**src/rtl/ws2812_pkg.sv**
```systemverilog
// -----------------------------------------------------------------------------
// ws2812_pkg
// Shared WS2812 timing constants (in 50 MHz clock cycles) and the receiver FSM
// state type. Used by both the transmitter and the receiver so the two sides
// agree on pulse widths and the latch gap.
// -----------------------------------------------------------------------------
package ws2812_pkg;

  localparam int WS_T0H        = 20;    // '0' high time
  localparam int WS_T1H        = 40;    // '1' high time
  localparam int WS_T_BIT      = 62;    // full bit period
  localparam int WS_RESET_LOW  = 2500;  // latch gap (50 us)
  localparam int WS_BIT_THRESH = 30;    // high >= this decodes as '1'
  localparam int WS_MIN_HIGH   = 5;     // shorter high is a glitch
  localparam int WS_MAX_HIGH   = 60;    // high reaching this is stuck/overlong
  localparam int WS_PIX_W      = 16;    // pixel index / count width
  localparam int WS_WORD_W     = 24;    // GRB word width

  typedef enum logic [1:0] {
    S_SYNC = 2'd0,  // waiting for a clean latch gap before arming
    S_IDLE = 2'd1,  // armed, line low, no bit in progress
    S_HIGH = 2'd2,  // measuring a high pulse
    S_LOW  = 2'd3   // measuring the low gap after a bit
  } ws2812_state_e;

  // Completes a word: the 23 bits gathered so far followed by the newest bit.
  function automatic logic [WS_WORD_W-1:0] ws2812_word(input logic [WS_WORD_W-2:0] partial,
                                                       input logic newest);
    return {partial, newest};
  endfunction

endpackage

```
**src/rtl/ws2812_rx_if.sv**
```systemverilog
// -----------------------------------------------------------------------------
// ws2812_rx_if
// Output bundle of the WS2812 receiver.
//   pixel_data   [23:0]   received word {G,R,B}, first bit on the line = bit 23
//   pixel_valid           one-cycle strobe for pixel_data / pixel_idx
//   pixel_idx    [PIX_W]  index of the pixel within the current frame
//   frame_done            one-cycle strobe at the latch gap
//   frame_pixels [PIX_W]  completed pixels in the frame, valid with frame_done
//   err                   one-cycle strobe on any protocol violation
// master: the receiver drives the bundle; slave: a consumer observes it.
// -----------------------------------------------------------------------------
interface ws2812_rx_if #(
  parameter int PIX_W = 16
);
  logic [23:0]      pixel_data;
  logic             pixel_valid;
  logic [PIX_W-1:0] pixel_idx;
  logic             frame_done;
  logic [PIX_W-1:0] frame_pixels;
  logic             err;

  modport master (
    output pixel_data, pixel_valid, pixel_idx, frame_done, frame_pixels, err
  );

  modport slave (
    input pixel_data, pixel_valid, pixel_idx, frame_done, frame_pixels, err
  );
endinterface

```
**src/rtl/ws2812_edge_sync.sv**
```systemverilog
// -----------------------------------------------------------------------------
// ws2812_edge_sync
// Two-flop synchronizer for the asynchronous WS2812 line with registered
// rise/fall strobes. The strobes assert in the same cycle the synchronized
// level first shows the new value.
//   clk, rst_n  clock, asynchronous active-low reset
//   din         raw serial line
//   level       synchronized line value
//   rise, fall  one-cycle edge strobes aligned with level
// -----------------------------------------------------------------------------
module ws2812_edge_sync (
  input  logic clk,
  input  logic rst_n,
  input  logic din,
  output logic level,
  output logic rise,
  output logic fall
);

  logic s1_q, s1_d;
  logic s2_q, s2_d;
  logic rise_q, rise_d;
  logic fall_q, fall_d;

  // Next-state for the synchronizer chain and edge strobes.
  always_comb begin
    s1_d   = din;
    s2_d   = s1_q;
    // s1 holds the value s2 is about to take, so compare them to flag the edge
    // in the same cycle s2 changes.
    rise_d = s1_q & ~s2_q;
    fall_d = ~s1_q & s2_q;
  end

  // Synchronizer and strobe registers.
  always_ff @(posedge clk or negedge rst_n) begin
    if (!rst_n) begin
      s1_q   <= 1'b0;
      s2_q   <= 1'b0;
      rise_q <= 1'b0;
      fall_q <= 1'b0;
    end else begin
      s1_q   <= s1_d;
      s2_q   <= s2_d;
      rise_q <= rise_d;
      fall_q <= fall_d;
    end
  end

  assign level = s2_q;
  assign rise  = rise_q;
  assign fall  = fall_q;

endmodule

```
**src/rtl/ws2812_rx.sv**
```systemverilog
// -----------------------------------------------------------------------------
// ws2812_rx
// WS2812 receive decoder. Classifies each bit by its high-pulse width,
// assembles 24-bit GRB words and reports frame end at the latch gap.
//   clk         50 MHz system clock
//   rst_n       asynchronous active-low reset
//   ws2812_din  asynchronous serial line
//   rx          ws2812_rx_if.master: pixel_data/valid/idx, frame_done,
//               frame_pixels, err (all registered)
// -----------------------------------------------------------------------------
module ws2812_rx
  import ws2812_pkg::*;
#(
  parameter int BIT_THRESH = WS_BIT_THRESH,
  parameter int MIN_HIGH   = WS_MIN_HIGH,
  parameter int MAX_HIGH   = WS_MAX_HIGH,
  parameter int RESET_LOW  = WS_RESET_LOW,
  parameter int PIX_W      = WS_PIX_W
) (
  input  logic     clk,
  input  logic     rst_n,
  input  logic     ws2812_din,
  ws2812_rx_if.master rx
);

  localparam int LCNT_W = $clog2(RESET_LOW + 1);
  localparam int HCNT_W = $clog2(MAX_HIGH + 1);

  // The "_LAST" values are one short of the limit: the limit is reached on the
  // cycle that would increment past them.
  localparam logic [LCNT_W-1:0] LOW_LAST    = LCNT_W'(RESET_LOW - 1);
  localparam logic [LCNT_W-1:0] LOW_MAX     = LCNT_W'(RESET_LOW);
  localparam logic [HCNT_W-1:0] HIGH_LAST   = HCNT_W'(MAX_HIGH - 1);
  localparam logic [HCNT_W-1:0] HIGH_MAX    = HCNT_W'(MAX_HIGH);
  localparam logic [HCNT_W-1:0] HIGH_THRESH = HCNT_W'(BIT_THRESH);
  localparam logic [HCNT_W-1:0] HIGH_MIN    = HCNT_W'(MIN_HIGH);

  logic din_s, rise_s, fall_s;
  logic bit_s;

  ws2812_state_e        state_q, state_d;
  logic [LCNT_W-1:0]    lcnt_q, lcnt_d;
  logic [HCNT_W-1:0]    hcnt_q, hcnt_d;
  logic [22:0]          shift_q, shift_d;
  logic [4:0]           bitcnt_q, bitcnt_d;
  logic [PIX_W-1:0]     idx_q, idx_d;
  logic [23:0]          pixel_data_q, pixel_data_d;
  logic                 pixel_valid_q, pixel_valid_d;
  logic [PIX_W-1:0]     pixel_idx_q, pixel_idx_d;
  logic                 frame_done_q, frame_done_d;
  logic [PIX_W-1:0]     frame_pixels_q, frame_pixels_d;
  logic                 err_q, err_d;

  ws2812_edge_sync u_sync (
    .clk   (clk),
    .rst_n (rst_n),
    .din   (ws2812_din),
    .level (din_s),
    .rise  (rise_s),
    .fall  (fall_s)
  );

  // FSM next-state, pulse counters, bit assembly and output strobes.
  always_comb begin
    state_d        = state_q;
    lcnt_d         = lcnt_q;
    hcnt_d         = hcnt_q;
    shift_d        = shift_q;
    bitcnt_d       = bitcnt_q;
    idx_d          = idx_q;
    pixel_data_d   = pixel_data_q;
    pixel_valid_d  = 1'b0;
    pixel_idx_d    = pixel_idx_q;
    frame_done_d   = 1'b0;
    frame_pixels_d = frame_pixels_q;
    err_d          = 1'b0;
    bit_s          = 1'b0;

    case (state_q)
      S_SYNC: begin
        // Any high restarts the gap; a full gap arms a fresh frame at index 0.
        if (din_s) begin
          lcnt_d = '0;
        end else if (lcnt_q >= LOW_LAST) begin
          lcnt_d   = LOW_MAX;
          state_d  = S_IDLE;
          idx_d    = '0;
          bitcnt_d = 5'd0;
        end else begin
          lcnt_d = lcnt_q + LCNT_W'(1);
        end
      end

      S_IDLE: begin
        if (rise_s) begin
          state_d = S_HIGH;
          hcnt_d  = HCNT_W'(1);
        end else begin
          state_d = S_IDLE;
        end
      end

      S_HIGH: begin
        if (fall_s) begin
          if (hcnt_q < HIGH_MIN) begin
            err_d    = 1'b1;
            state_d  = S_SYNC;
            lcnt_d   = '0;
            bitcnt_d = 5'd0;
          end else begin
            bit_s   = (hcnt_q >= HIGH_THRESH);
            shift_d = {shift_q[21:0], bit_s};
            state_d = S_LOW;
            lcnt_d  = LCNT_W'(1);
            if (bitcnt_q == 5'd23) begin
              pixel_data_d  = ws2812_word(shift_q, bit_s);
              pixel_valid_d = 1'b1;
              pixel_idx_d   = idx_q;
              idx_d         = idx_q + PIX_W'(1);
              bitcnt_d      = 5'd0;
            end else begin
              bitcnt_d = bitcnt_q + 5'd1;
            end
          end
        end else if (hcnt_q >= HIGH_LAST) begin
          // Still high as the count reaches MAX_HIGH: stuck or overlong line.
          hcnt_d   = HIGH_MAX;
          err_d    = 1'b1;
          state_d  = S_SYNC;
          lcnt_d   = '0;
          bitcnt_d = 5'd0;
        end else begin
          hcnt_d = hcnt_q + HCNT_W'(1);
        end
      end

      S_LOW: begin
        if (rise_s) begin
          state_d = S_HIGH;
          hcnt_d  = HCNT_W'(1);
        end else if (lcnt_q >= LOW_LAST) begin
          // Latch gap: close the frame; a partial pixel is dropped and flagged.
          lcnt_d         = LOW_MAX;
          state_d        = S_IDLE;
          frame_done_d   = 1'b1;
          frame_pixels_d = idx_q;
          idx_d          = '0;
          err_d          = (bitcnt_q != 5'd0);
          bitcnt_d       = 5'd0;
        end else begin
          lcnt_d = lcnt_q + LCNT_W'(1);
        end
      end

      default: begin
        state_d  = S_SYNC;
        lcnt_d   = '0;
        bitcnt_d = 5'd0;
      end
    endcase
  end

  // State, counter, datapath and output registers.
  always_ff @(posedge clk or negedge rst_n) begin
    if (!rst_n) begin
      state_q        <= S_SYNC;
      lcnt_q         <= '0;
      hcnt_q         <= '0;
      shift_q        <= '0;
      bitcnt_q       <= 5'd0;
      idx_q          <= '0;
      pixel_data_q   <= 24'h000000;
      pixel_valid_q  <= 1'b0;
      pixel_idx_q    <= '0;
      frame_done_q   <= 1'b0;
      frame_pixels_q <= '0;
      err_q          <= 1'b0;
    end else begin
      state_q        <= state_d;
      lcnt_q         <= lcnt_d;
      hcnt_q         <= hcnt_d;
      shift_q        <= shift_d;
      bitcnt_q       <= bitcnt_d;
      idx_q          <= idx_d;
      pixel_data_q   <= pixel_data_d;
      pixel_valid_q  <= pixel_valid_d;
      pixel_idx_q    <= pixel_idx_d;
      frame_done_q   <= frame_done_d;
      frame_pixels_q <= frame_pixels_d;
      err_q          <= err_d;
    end
  end

  assign rx.pixel_data   = pixel_data_q;
  assign rx.pixel_valid  = pixel_valid_q;
  assign rx.pixel_idx    = pixel_idx_q;
  assign rx.frame_done   = frame_done_q;
  assign rx.frame_pixels = frame_pixels_q;
  assign rx.err          = err_q;

endmodule

```
**src/flat_wrapper.sv**
```systemverilog
// flat-port wrapper written by rule: the top's interface ports become plain ports
module ws2812_rx_flat import ws2812_pkg::*;
#(
  parameter int BIT_THRESH = WS_BIT_THRESH,
  parameter int MIN_HIGH   = WS_MIN_HIGH,
  parameter int MAX_HIGH   = WS_MAX_HIGH,
  parameter int RESET_LOW  = WS_RESET_LOW,
  parameter int PIX_W      = WS_PIX_W
)
  (clk, rst_n, ws2812_din, rx_pixel_data, rx_pixel_valid, rx_pixel_idx, rx_frame_done, rx_frame_pixels, rx_err);
  ws2812_rx_if #(.PIX_W(PIX_W)) rx_i ();
  input  logic clk;
  input  logic rst_n;
  input  logic ws2812_din;
  output wire logic [$bits(rx_i.pixel_data)-1:0] rx_pixel_data;
  output wire logic [$bits(rx_i.pixel_valid)-1:0] rx_pixel_valid;
  output wire logic [$bits(rx_i.pixel_idx)-1:0] rx_pixel_idx;
  output wire logic [$bits(rx_i.frame_done)-1:0] rx_frame_done;
  output wire logic [$bits(rx_i.frame_pixels)-1:0] rx_frame_pixels;
  output wire logic [$bits(rx_i.err)-1:0] rx_err;
  assign rx_pixel_data = rx_i.pixel_data;
  assign rx_pixel_valid = rx_i.pixel_valid;
  assign rx_pixel_idx = rx_i.pixel_idx;
  assign rx_frame_done = rx_i.frame_done;
  assign rx_frame_pixels = rx_i.frame_pixels;
  assign rx_err = rx_i.err;
  ws2812_rx #(.BIT_THRESH(BIT_THRESH), .MIN_HIGH(MIN_HIGH), .MAX_HIGH(MAX_HIGH), .RESET_LOW(RESET_LOW), .PIX_W(PIX_W)) u_core (.clk(clk), .rst_n(rst_n), .ws2812_din(ws2812_din), .rx(rx_i));
endmodule
```
**config.mk**
```make
export PLATFORM = sky130hd
export DESIGN_NAME = ws2812_rx_flat
export DESIGN_NICKNAME = d
export VERILOG_FILES = /design/src/rtl/ws2812_pkg.sv /design/src/rtl/ws2812_rx_if.sv /design/src/rtl/ws2812_edge_sync.sv /design/src/rtl/ws2812_rx.sv /design/src/flat_wrapper.sv
export SDC_FILE = /design/constraint.sdc
export NUM_CORES = 1
export LEC_CHECK = 0
export CAP_MARGIN = 40
export CORE_MARGIN = 2
export CORE_UTILIZATION = 40
export DETAILED_ROUTE_END_ITERATION = 10
export REMOVE_ABC_BUFFERS = 1
export SYNTH_ARGS = -nofsm -noshare
export SYNTH_HDL_FRONTEND = slang
export SYNTH_SLANG_ARGS = --single-unit
```
**constraint.sdc**
```tcl
create_clock -name clk -period 3.82 [get_ports clk]
set_clock_uncertainty 0.15 [all_clocks]
set_input_delay 0.764 -clock clk [delete_from_list [all_inputs] [get_ports clk]]
set_output_delay 0.764 -clock clk [all_outputs]
set_load 0.01 [all_outputs]
```
Yosys cells after proc, flatten, opt, wreduce, memory -nomap -nowiden. Cells that the tools add are included.

Bitwise operators: 6. Order comparisons: 4. $add $sub $neg: 4. Muxes and demuxes: 47. Eq/ne operators: 12. Reductions and logical operators: 13.

Operator list (count): $mux W16 (6); $mux W12 (5); $pmux W16 S3 (1); $pmux W12 S3 (1); $mux W5 (7); $mux W6 (3); $add A16 B1 Y16 const B (1); $pmux W5 S3 (1); $mux W2 (7); $mux W1 (13); $add A12 B1 Y12 const B (1); $ge A12 B12 Y1 const B (1); $pmux W6 S2 (1); $reduce_and A3 Y1 (4); $ne A2 B2 Y1 const B (5); $pmux W2 S4 (1); $reduce_and A4 Y1 (2); $add A6 B1 Y6 const B (1); $ge A6 B5 Y1 const B (1); $ge A6 B6 Y1 const B (1); $lt A6 B3 Y1 const B (1); $reduce_and A6 Y1 (1); $add A5 B1 Y5 const B (1); $eq A5 B5 Y1 const B (1); 13 further kinds (19).

Flip-flop bits (word level): 127. Input port bits: 3. Output and inout bits: 59.

Depth between registers and ports, before layout.
Word-level depth: 5. Gate-level depth with buffers: 9.

Modules after synthesis. A second synthesis with hierarchy kept.

Cells, all modules: 579. Area, all modules: 5625.4 um^2.

By module, submodules not included: ws2812_rx (cells each 573, sequential area each 3078.0 um^2, area each 5510.3 um^2, instances 1); ws2812_edge_sync (cells each 6, sequential area each 100.1 um^2, area each 115.1 um^2, instances 1).

Least setup slack after synthesis. No wires, ideal clock.

Path kind: register to register. From: register u_core.lcnt_q[0]. To: register u_core.frame_pixels_q[10] (netlist: u_core.rx.frame_pixels[10]). Buffers on the path: 2. Library setup time: 0.125 ns. Arrival: 1.891 ns. Required time: 3.545 ns. Clock period less this slack: 2.166 ns. Path slack: 1.654 ns. Cell stages (with the launch flop): 9. Path through: dfrtp_1 > ha_1 > nor3_2 > o21a_1 > o21ai_2 > nand2b_1 > buf_2 > buf_4 > mux2_2.

Cells in the longest elaborated chain, start to end: 2.

Ends and longest elaborated chain: from (decl) (RTL line ws2812_rx.sv:42) `logic [LCNT_W-1:0] lcnt_q, lcnt_d;`; from (signal assigned) (RTL line ws2812_rx.sv:180) `lcnt_q <= lcnt_d;`; $ge A12 B12 Y1 (RTL line ws2812_rx.sv:141) `end else if (lcnt_q >= LOW_LAST) begin`; $reduce_and A3 Y1 (no source line); to (signal assigned) (RTL line ws2812_rx.sv:189) `frame_pixels_q <= frame_pixels_d;`; to (decl) (RTL line ws2812_rx.sv:51) `logic [PIX_W-1:0] frame_pixels_q, frame_pixels_d;`.

Every way passes these cells. A chain may end at the register's enable or synchronous reset.

Worst setup path after layout.
From: register u_core.lcnt_q[10]. To: register u_core.idx_q[12].

Cells in the longest elaborated chain, start to end: 4. Elaborated cells on any way between the ends: 5. Classes of those cells: order compare (1); mux (4).

Ends and longest elaborated chain: $ge A12 B12 Y1 * (RTL line ws2812_rx.sv:84, ws2812_rx.sv:141); $mux W16 *; $mux W16 (on tied branches); $pmux W16 S3 *; to (signal assigned) (RTL line ws2812_rx.sv:184) `idx_q <= idx_d;`; to (decl) (RTL line ws2812_rx.sv:46) `logic [PIX_W-1:0] idx_q, idx_d;`.

Mark *: on every way between the ends. The rest lies on a longest branch, timed or not. The select of a mux whose other input is x is not followed.

==> flow_summary.yaml <==
outcome:
  status: "complete, no violations"
power:
  leakagePower_nw: 3.22
  fin_total_pwr_mw: 3.07
  power_density_nw_per_um2: 433
  ir_worst_vdd_mv: 0.305
clock_tree:
  cts_hold_buf: 0
  clock_sinks: 127
  cts_buffers: 17
  htreeDepth: 4
  tritoncts: "done"
  clk_pin_slew_ps: 50
  post_cts_resized: 0
  clock-root-buffer: "clkbuf_16"
  insertion_delay_ps: 420
  cts_buffer_depth: 2
  post-cts-setup-buffer-count: 0
route:
  first_pass_iters: 4
  viasPerCell: 5.43
  routed_wl_mm: 11.0
  routedWlPerCell_microns: 15.4
  drtIter0Drc: 242
  ant_nets: 0
  drc: 0
  num_vias: 3889
worst_setup_path:
  rr_worst_depth: 5
  reg2reg_setup_slack_ps: 1220
  path_max_fanout: 27
  crit_buf_inv: 0
  crit_family: "simple AND/OR/NAND/NOR gates"
  critPathSlowestCell: "or4_1"
  rr_startpoint: "u_core.lcnt_q[10]"
  setup.worst_path.end_class: "register"
  cp_cell_sequence: "or2_1 -> o2111ai_1 -> nand2_1 -> or4_1 -> a21oi_1"
  r2r-end: "u_core.idx_q[12]"
  crit_type: "register to register"
  crit_arrival_ps: 2780
  slowest_delay_ps: 690
  crit_path_start_kind: "register"
  cp.required_ps: 4000
place:
  dp.cells: 686
  place_area_sq_um: 6470
  dp_hpwl_mm: 7.47
  io_buffers: 61
  place.gp.congestion: 0.803
logic_synthesis:
  syn_inst: 462
  yosys_most_used_dff: "dfrtp_1"
  synthMuxAreaShare: 0.155
  synth_area_per_cell_sq_um: 12.3
  ys_seq_area_frac: 0.560
  synth_xor_area_frac: 0
  ys_ff_latch: 127
  synthesis.area_sq_um: 5670
  synth_top_family_by_area: "multiplexers"
  synth-async-reset-ratio: 1.00
  yosys.area.top_type_share: 0.560
  yosys_warnings: 0
  synthTopCellsByArea: "dfrtp_1 56%, mux2_2 15%, o21ai_0 1.9%, a22o_1 1.9%, nand2_1 1.7%"
  synth_area_leader_cell: "dfrtp_1"
  synthAdderAreaFrac: 0.0154
  synth_edf_count: 0
  ys_types: 58
  synth-simple-area-share: 0.115
  synth_compound_gate_area_share: 0.124
die:
  die_y_microns: 123
  die_w_microns: 123
  initial_core_util: 0.409
  die_area_sq_um: 15200
  io_pins: 62
  placementRows: 43
  coreArea_sq_um: 13900
final_layout:
  antenna_cells: 0
  syn2layout_area_growth_pct: 24.8
  final_cells: 716
  fin_area_sq_um: 7080
  drive_gt1_frac: 0.218
  fin_nets: 535
  fillerInstances: 1170
timing:
  fin_crit_sh: 0.680
  worst_pin_slew_ps: 825
  fmax_mhz: 385
  layout_min_cycle_time_ps: 2600
  finalHoldViolCount: 0
  rsz0062_at_grt: "no"
  setup_tns_ps: 0
  relSlewSlack: 0.449
  setup_viol: 0
  hold_slack_ps: 85.9
  drv_slew: 0
job:
  drv_cap: 0
global_routing:
  grt_pass1_vias: 3861
  grtUsageTotal: 0.159
  gr-total-overflow: 0
  grt_first_pass_wirelength_mm: 18.8
  grt_max_degree: 63
  antenna_found_initial: 0
hold_path:
  hold_class: "primary input to async pin"
==> worst max-delay path by stage <==
stage	from	end	slack (ps)	cells past startpoint
final	u_core.lcnt_q[10]	u_core.idx_q[12]	1220	5
after floorplan	u_core.hcnt_q[0]	u_core.rx.pixel_data[10]	530	6
after global placement	u_core.lcnt_q[10]	u_core.idx_q[10]	1340	5
after CTS	u_core.lcnt_q[10]	u_core.idx_q[12]	1250	5
after detailed placement	u_core.lcnt_q[9]	u_core.idx_q[12]	1270	5
after global routing	u_core.lcnt_q[9]	u_core.idx_q[12]	1010	5
==> placed cells by master (no fill, tap or decap), types with 2 or more instances in the layout <==
cell,instances
or4b_1,3
ha_1,7
clkbuf_8,5
buf_12,2
a21oi_1,19
dfrtp_1,127
clkdlybuf4s50_1,60
o31ai_1,12
o211ai_1,3
o41ai_1,4
o21ai_0,21
nor4_1,5
o22ai_1,2
nor2b_1,4
nand4_1,5
a31oi_1,2
o2111ai_1,3
inv_1,11
a22oi_1,2
o311ai_0,2
nand2_1,26
and3_1,7
nand3_1,17
clkbuf_1,3
nand2b_1,8
o21ai_2,2
o31a_1,3
bufinv_16,3
and2_1,2
mux2_2,76
o21a_1,7
or4_1,7
clkbuf_16,17
buf_4,3
nor2_1,12
a22o_1,12
or2_1,2
nor3_1,5
mux2_1,2
==> report_power, final <==
group          switching [mW]  total, mW  internal [mW]
Sequential            0.00527       1.36           1.35
Clock                   0.543       1.65           1.10
Combinational          0.0447     0.0623         0.0176
Total                   0.593       3.07           2.47
==> routing by layer <==
layer,vias up,GRT usage,wire (microns)
met3,13,0.0434,384
met2,69,0.248,5310
met1,1958,0.207,5170
met4,0,0.0732,165
met5,-,0,0
li1,1849,-,-
==> cell type report <==
class | instances | area, sq um | area share
multi-input cells | 302 | 2340 | 0.330
well taps | 180 | 225 | 0.0318
clock inverters | 5 | 103 | 0.0145
clock buffers | 25 | 505 | 0.0714
inverters | 11 | 41.3 | 0.00583
flip-flops and latches | 127 | 3180 | 0.449
repair buffers | 66 | 691 | 0.0975
==> Yosys cell counts (all sizes together) (2+ instances only) <==
cell,count
nor4,5
or4,7
nand3,17
ha,7
o311ai,2
o21ai,24
inv,11
nor2b,4
o22ai,2
nor3b,2
o2111ai,3
a22o,12
buf,16
nand2b,8
nor3,6
or2,2
o41ai,4
a31oi,2
a21oi,19
and3,7
o31ai,12
and2,3
mux2,78
o211ai,4
o21a,7
nand4,5
or3,2
a22oi,2
or4b,3
clkbuf,6
nor2,13
nand2,26
o31a,3
dfrtp,127
==> flip-flops by register name, indices dropped and copies added (netlist names) <==
register / count
u_core.bitcnt_q: 5
u_core.hcnt_q: 6
u_core.idx_q: 16
u_core.lcnt_q: 12
u_core.rx.err: 1
u_core.rx.frame_done: 1
u_core.rx.frame_pixels: 16
u_core.rx.pixel_data: 24
u_core.rx.pixel_idx: 16
u_core.rx.pixel_valid: 1
u_core.shift_q: 23
u_core.state_q: 2
u_core.u_sync.fall: 1
u_core.u_sync.level: 1
u_core.u_sync.rise: 1
u_core.u_sync.s1_q: 1
==> cells by family (layout without fill, tap and decap cells) <==
| logic type | Yosys count | after routing |
|---|---|---|
| simple gates | 116 | 116 |
| fa+ha+maj | 7 | 7 |
| mux | 78 | 78 |
| compound gates | 101 | 101 |
| flops | 127 | 127 |
| buf+inv | 33 | 107 |
==> metrics by stage <==
stage,setup slack (ps),utilization
after floorplan,529,-
after global placement,1340,0.464
after detailed placement,1270,0.466
after CTS,1250,0.510
after global routing,1010,0.510
final,1220,0.510
Note: power is estimated with default switching activity, not from simulation.
==> edit 1 (same flow settings) <==
Set the package constant `WS_RESET_LOW` to 5000 (it was 2500).
--- a/src/rtl/ws2812_pkg.sv
+++ b/src/rtl/ws2812_pkg.sv
@@ -10,5 +10,5 @@
   localparam int WS_T1H        = 40;    // '1' high time
   localparam int WS_T_BIT      = 62;    // full bit period
-  localparam int WS_RESET_LOW  = 2500;  // latch gap (50 us)
+  localparam int WS_RESET_LOW  = 5000;  // latch gap (50 us)
   localparam int WS_BIT_THRESH = 30;    // high >= this decodes as '1'
   localparam int WS_MIN_HIGH   = 5;     // shorter high is a glitch
Behaviour: no difference found for any inputs over 10 cycles, from zero or initial values and one cycle with rst_n low; that may be too few to reach the edited logic, so the function may still have changed.
==> edit 1 against the unedited design <==
Final area up 1.9%. Final cell count rose by 20%. Sequential cell count up 1. Routed wire length up 15%. Synthesized area is 2.2% higher. Utilization is 0.78 points lower. Setup slack lost 0.023 ns. Total power is 4.8% higher. Combinational power fell by 23%. Largest cell class unchanged.
==> edit 1: results (changes against the unedited design) <==
stage	metric	value	unit	change
placement	portBuffers	61		unchanged
critical_path	slowest_stage	nor3b_2		
layout	nFillCells	1279		+9.3%
placement	dpl-instance-area	0.006556	mm2	+1.3%
timing	period_needed	2.620	ns	+0.02264 ns
critical_path	worst-path-max-fanout	24		-11%
critical_path	reg2reg_depth	8		+3
placement	placedCellCount	826		+20%
cts	post_cts.repair.setup_buffers	0		unchanged
layout	n_antenna_cell	0		unchanged
cts	cts_buffers	17		unchanged
synthesis	netlist_top_cells_area	dfrtp_1 55%, nand2_1 14%, o21ai_0 2.5%		
synthesis	async_flop_share	100.0	%	unchanged
critical_path	critical_path.max_stage_delay	0.75	ns	+0.06 ns
synthesis	synth_cells	602		+30%
detailed_routing	vias	4483		+15%
synthesis	ys.warnings.count	0		unchanged
cts	cts_max_level	4		unchanged
detailed_routing	first_iter_violations	385		+59%
pwr	p_per_area	445.1	mW/mm2	+2.8%
pwr	max-vdd-ir-drop	179.8	uV	-41%
cts	cts_buffer_depth	2		unchanged
pwr	power.leakage	3.492	nW	+8.5%
synthesis	ys_seq_area_share	55.23	%	-0.79 points
synthesis	synth.distinct_cells	62		+6.9%
global_route	grt_pass1_vias	4286		+11%
placement	hpwl	8.295	mm	+11%
detailed_routing	dr.pass1.iters	7		+3
critical_path	crit_path_end	u_core.rx.pixel_idx[7]		
synthesis	synth_mux_area_share	4.229	%	-11 points
critical_path	r2r_start	u_core.bitcnt_q[0]		
synthesis	synth_compound_area_share	10.18	%	-2.2 points
outcome	status	completed		
placement	gp_congestion	0.8286		+3.3%
layout	nNetsFinal	671		+25%
detailed_routing	post_drt_wl_per_cell	14.77	um	-4.1%
global_route	grt_usage	17.22	%	+1.3 points
synthesis	synth-main-ff-cell	dfrtp_1		
synthesis	synth_xor_area_share	1.359	%	+1.4 points
critical_path	critPathKind	reg2reg		
cts	clk_pin_slew	0.06	ns	
cts	clock_latency	0.41	ns	
cts	ctsResizeCount	0		unchanged
layout	largest_register_ff_count	24		unchanged
placement	pre_cts_ws	1.194	ns	-0.07353 ns
timing	worst_pin_slew	0.9068	ns	+0.08189 ns
synthesis	synthAdderAreaFrac	1.510	%	-0.034 points
global_route	grt_pass1_wl	21.65	mm	+15%
cts	clock_tree.root_cell	clkbuf_16		
synthesis	synthTopCellsByCount	210 x nand2_1, 128 x dfrtp_1, 29 x nor2_1, 29 x o21ai_0, 21 x buf_2		
detailed_routing	via_per_inst	5.225		-3.8%
global_route	antenna_found_initial	0		unchanged
critical_path	crit_arrival	2.82	ns	+0.04 ns
global_route	grt_max_degree	60		-4.8%
layout	drive_gt1_share	9.496	%	-12 points
==> edit 1: changes by cell type in the layout (fill, tap and decap cells not counted), sizes merged, moves of 5 or more <==
cell and delta:
a21oi -10, a22o -9, a31oi +6, clkbuf -6, mux2 -61, nand2 +185
nand2b -5, nand4 +10, nor2 +17, o21ai +6, o31ai -5, or4 -7
xor2 +6
==> edit 1: routing by layer <==
metal  wire length [um]  global-route usage, %  vias up
li1                   -                      -     2173
met1               5965                  24.18     2181
met2               6102                  25.91      115
met3                476                  4.081       14
met4                125                  6.742        0
met5                  0                      0        -
==> edit 1: worst min-delay path by stage <==
stage                            start                 endpoint  slack, ns
floorplan           u_core.u_sync.s1_q      u_core.u_sync.level       0.22
global placement    u_core.u_sync.s1_q      u_core.u_sync.level       0.23
detailed placement  u_core.u_sync.s1_q      u_core.u_sync.level       0.24
CTS                              rst_n  u_core.rx.pixel_data[9]       0.25
global route        u_core.u_sync.s1_q      u_core.u_sync.level       0.26
finish                           rst_n  u_core.rx.pixel_data[9]       0.23
==> edit 1: layout make-up <==
cell class,instances,share of cell area (%)
clock buffers,19,6.276
clock inverters,13,2.878
inverters,11,0.5721
multi-input cells,434,33.27
flip-flops and latches,128,44.38
well taps,184,3.190
repair buffers,69,9.431
==> edit 1: power by group <==
group | leakage, nW | internal [W] | switching (W) | total, W
combinational | 1.39 | 0.0000114 | 0.0000368 | 0.0000482
clock | 0.324 | 0.00119 | 0.000602 | 0.00180
sequential | 1.78 | 0.00136 | 0.00000637 | 0.00137
==> edit 1: logic make-up after synthesis <==
group / after synthesis
AOI/OAI and AO/OA: 87
muxes: 19
xor gates and xnor gates: 9
and+or+nand+nor: 312
buffers and inverters: 40
DFF: 128
adders and majority gates: 7
==> edit 2 (config.mk and constraints unchanged) <==
Without the edit above. Take the reset off `frame_pixels_q` and load it in a clocked block of its own.
--- a/src/rtl/ws2812_rx.sv
+++ b/src/rtl/ws2812_rx.sv
@@ -174,5 +174,4 @@
       pixel_idx_q    <= '0;
       frame_done_q   <= 1'b0;
-      frame_pixels_q <= '0;
       err_q          <= 1'b0;
     end else begin
@@ -187,7 +186,10 @@
       pixel_idx_q    <= pixel_idx_d;
       frame_done_q   <= frame_done_d;
-      frame_pixels_q <= frame_pixels_d;
       err_q          <= err_d;
     end
+  end
+
+  always_ff @(posedge clk) begin
+    frame_pixels_q <= frame_pixels_d;
   end
 
Check against the original RTL: same outputs for any inputs over 10 cycles, from zero or initial values and one cycle with rst_n low; that may be too few to reach the edited logic, so the function may still have changed.
==> edit 2 against the unedited design <==
Critical endpoint unchanged. Sequential cell count did not move. Setup slack improved by 0.060 ns. Synthesized area fell by 0.22%. Routed wire length rose by 6.3%. Die area fell by 0.21%. Sequential share of layout area rose by 1.9 points. Final cell count fell by 1.1%. Total power fell by 4.5%. Highest routed layer unchanged. Final area fell by 1.7%. Clock power fell by 9.7%.
==> edit 2: results (changes against the unedited design) <==
stage	metric	value	unit	change
global_route	grt_max_degree	65		+3.2%
placement	pre_cts_ws	1.281	ns	+0.01282 ns
critical_path	crit_arrival	2.70	ns	-0.08 ns
global_route	grt.met2_usage	25.76	%	+0.97 points
placement	gp_congestion	0.7748		-3.5%
layout	drive_gt1_share	18.75	%	-3.1 points
layout	multi_input_area_share	31.49	%	-1.5 points
global_route	grt_use_met1	23.34	%	+2.6 points
layout	seq_area_share	46.80	%	+1.9 points
layout	buf_share	9.777	%	+0.023 points
global_route	grt_pass1_vias	3953		+2.4%
pwr	power_frac_seq	47.2	%	+2.9 points
detailed_routing	wl_met2	5.442	mm	+2.6%
pwr	switching_share	21.05	%	+1.7 points
pwr	max-vdd-ir-drop	343.0	uV	+13%
layout	buffers	68		+3.0%
detailed_routing	first_iter_violations	292		+21%
pwr	p_switching	0.0006163	W	+4.0%
detailed_routing	drt-met1-wl	5.506	mm	+6.6%
global_route	grt_pass1_wl	20.11	mm	+7.2%
synthesis	netlist_top_cells_area	dfrtp_1 49%, mux2_2 10%, edfxtp_1 8.5%		
min_path	hp-class	reg2reg		
outcome	status	completed		
detailed_routing	dr.pass1.iters	5		+1
global_route	grt_usage	17.15	%	+1.2 points
layout	clkCellAreaFrac	7.944	%	-0.64 points
synthesis	synthTopCellsByCount	111 x dfrtp_1, 52 x mux2_2, 24 x nand3_1, 23 x nand2_1, 20 x a31oi_1		
synthesis	synth-main-ff-cell	dfrtp_1		
layout	largest_register_ff_count	24		unchanged
detailed_routing	vias	3905		+0.41%
layout	nNetsFinal	525		-1.9%
synthesis	ys_seq_area_share	57.56	%	+1.5 points
layout	nNonClkInverters	14		+3
pwr	power.leakage	2.999	nW	-6.9%
layout	layout.comb_gates.multi_input	287		-5.0%
placement	hpwl	7.664	mm	+2.5%
synthesis	synth-edff-count	16		+16
detailed_routing	wl_met3	599	um	+56%
layout	nFillCells	1211		+3.5%
synthesis	async_flop_share	87.40	%	-13 points
layout	n_sequential_cell	127		unchanged
pwr	power_frac_clock	51.0	%	-2.7 points
synthesis	synth.distinct_cells	60		+3.4%
layout	clkbuf_count	22		-12%
timing	slew_headroom	47.27	%	+2.4 points
global_route	use_met3	5.166	%	+0.83 points
detailed_routing	wl	11.72	mm	+6.3%
critical_path	worst-path-max-fanout	56		+110%
-- edit 2: path summary, 6_finish.rpt --
| path | from | endpoint | slack, ns | depth (start not counted) |
|---|---|---|---|---|
| max | u_core.hcnt_q[0] | u_core.idx_q[12] | 1.28 | 7 |
| min | u_core.u_sync.s1_q | u_core.u_sync.level | 0.25 | 0 |
| max reg2reg | u_core.hcnt_q[0] | u_core.idx_q[12] | 1.28 | 7 |
| min reg2reg | u_core.u_sync.s1_q | u_core.u_sync.level | 0.25 | 0 |
| max in group asynchronous | rst_n | u_core.rx.frame_done | 2.37 | 2 |
| min in group asynchronous | rst_n | u_core.shift_q[20] | 0.29 | 1 |
-- edit 2: critical path, stage by stage (launching register included) --
cell	delay, ns
dfrtp_1	0.38
inv_1	0.10
ha_1	0.20
nand2b_1	0.29
a211oi_4	0.25
buf_4	0.62
a41oi_1	0.23
a41oi_1	0.22
-- edit 2: cells by family (layout without fill, tap and decap cells) --
logic type / count (synthesis) / count (layout) / synth area share (%)
compound gates: 112 / 112 / 14.43
fa+ha+maj: 7 / 7 / 1.547
buf+inv: 43 / 114 / 3.846
flops: 127 / 127 / 57.56
mux: 62 / 62 / 12.31
simple gates: 106 / 106 / 10.30
-- edit 2: through the flow --
stage / utilization (%) / cells / hold slack, ns / cell area, um2
2_1_floorplan: - / 428 / 0.2173 / 5495
3_3_place_gp: 46.15 / 675 / 0.2327 / 6381
3_5_place_dp: 46.35 / 676 / 0.2379 / 6409
4_1_cts: 50.35 / 708 / 0.2550 / 6962
5_1_grt: 50.35 / 708 / 0.2719 / 6962
6_report: 50.35 / 708 / 0.2478 / 6962
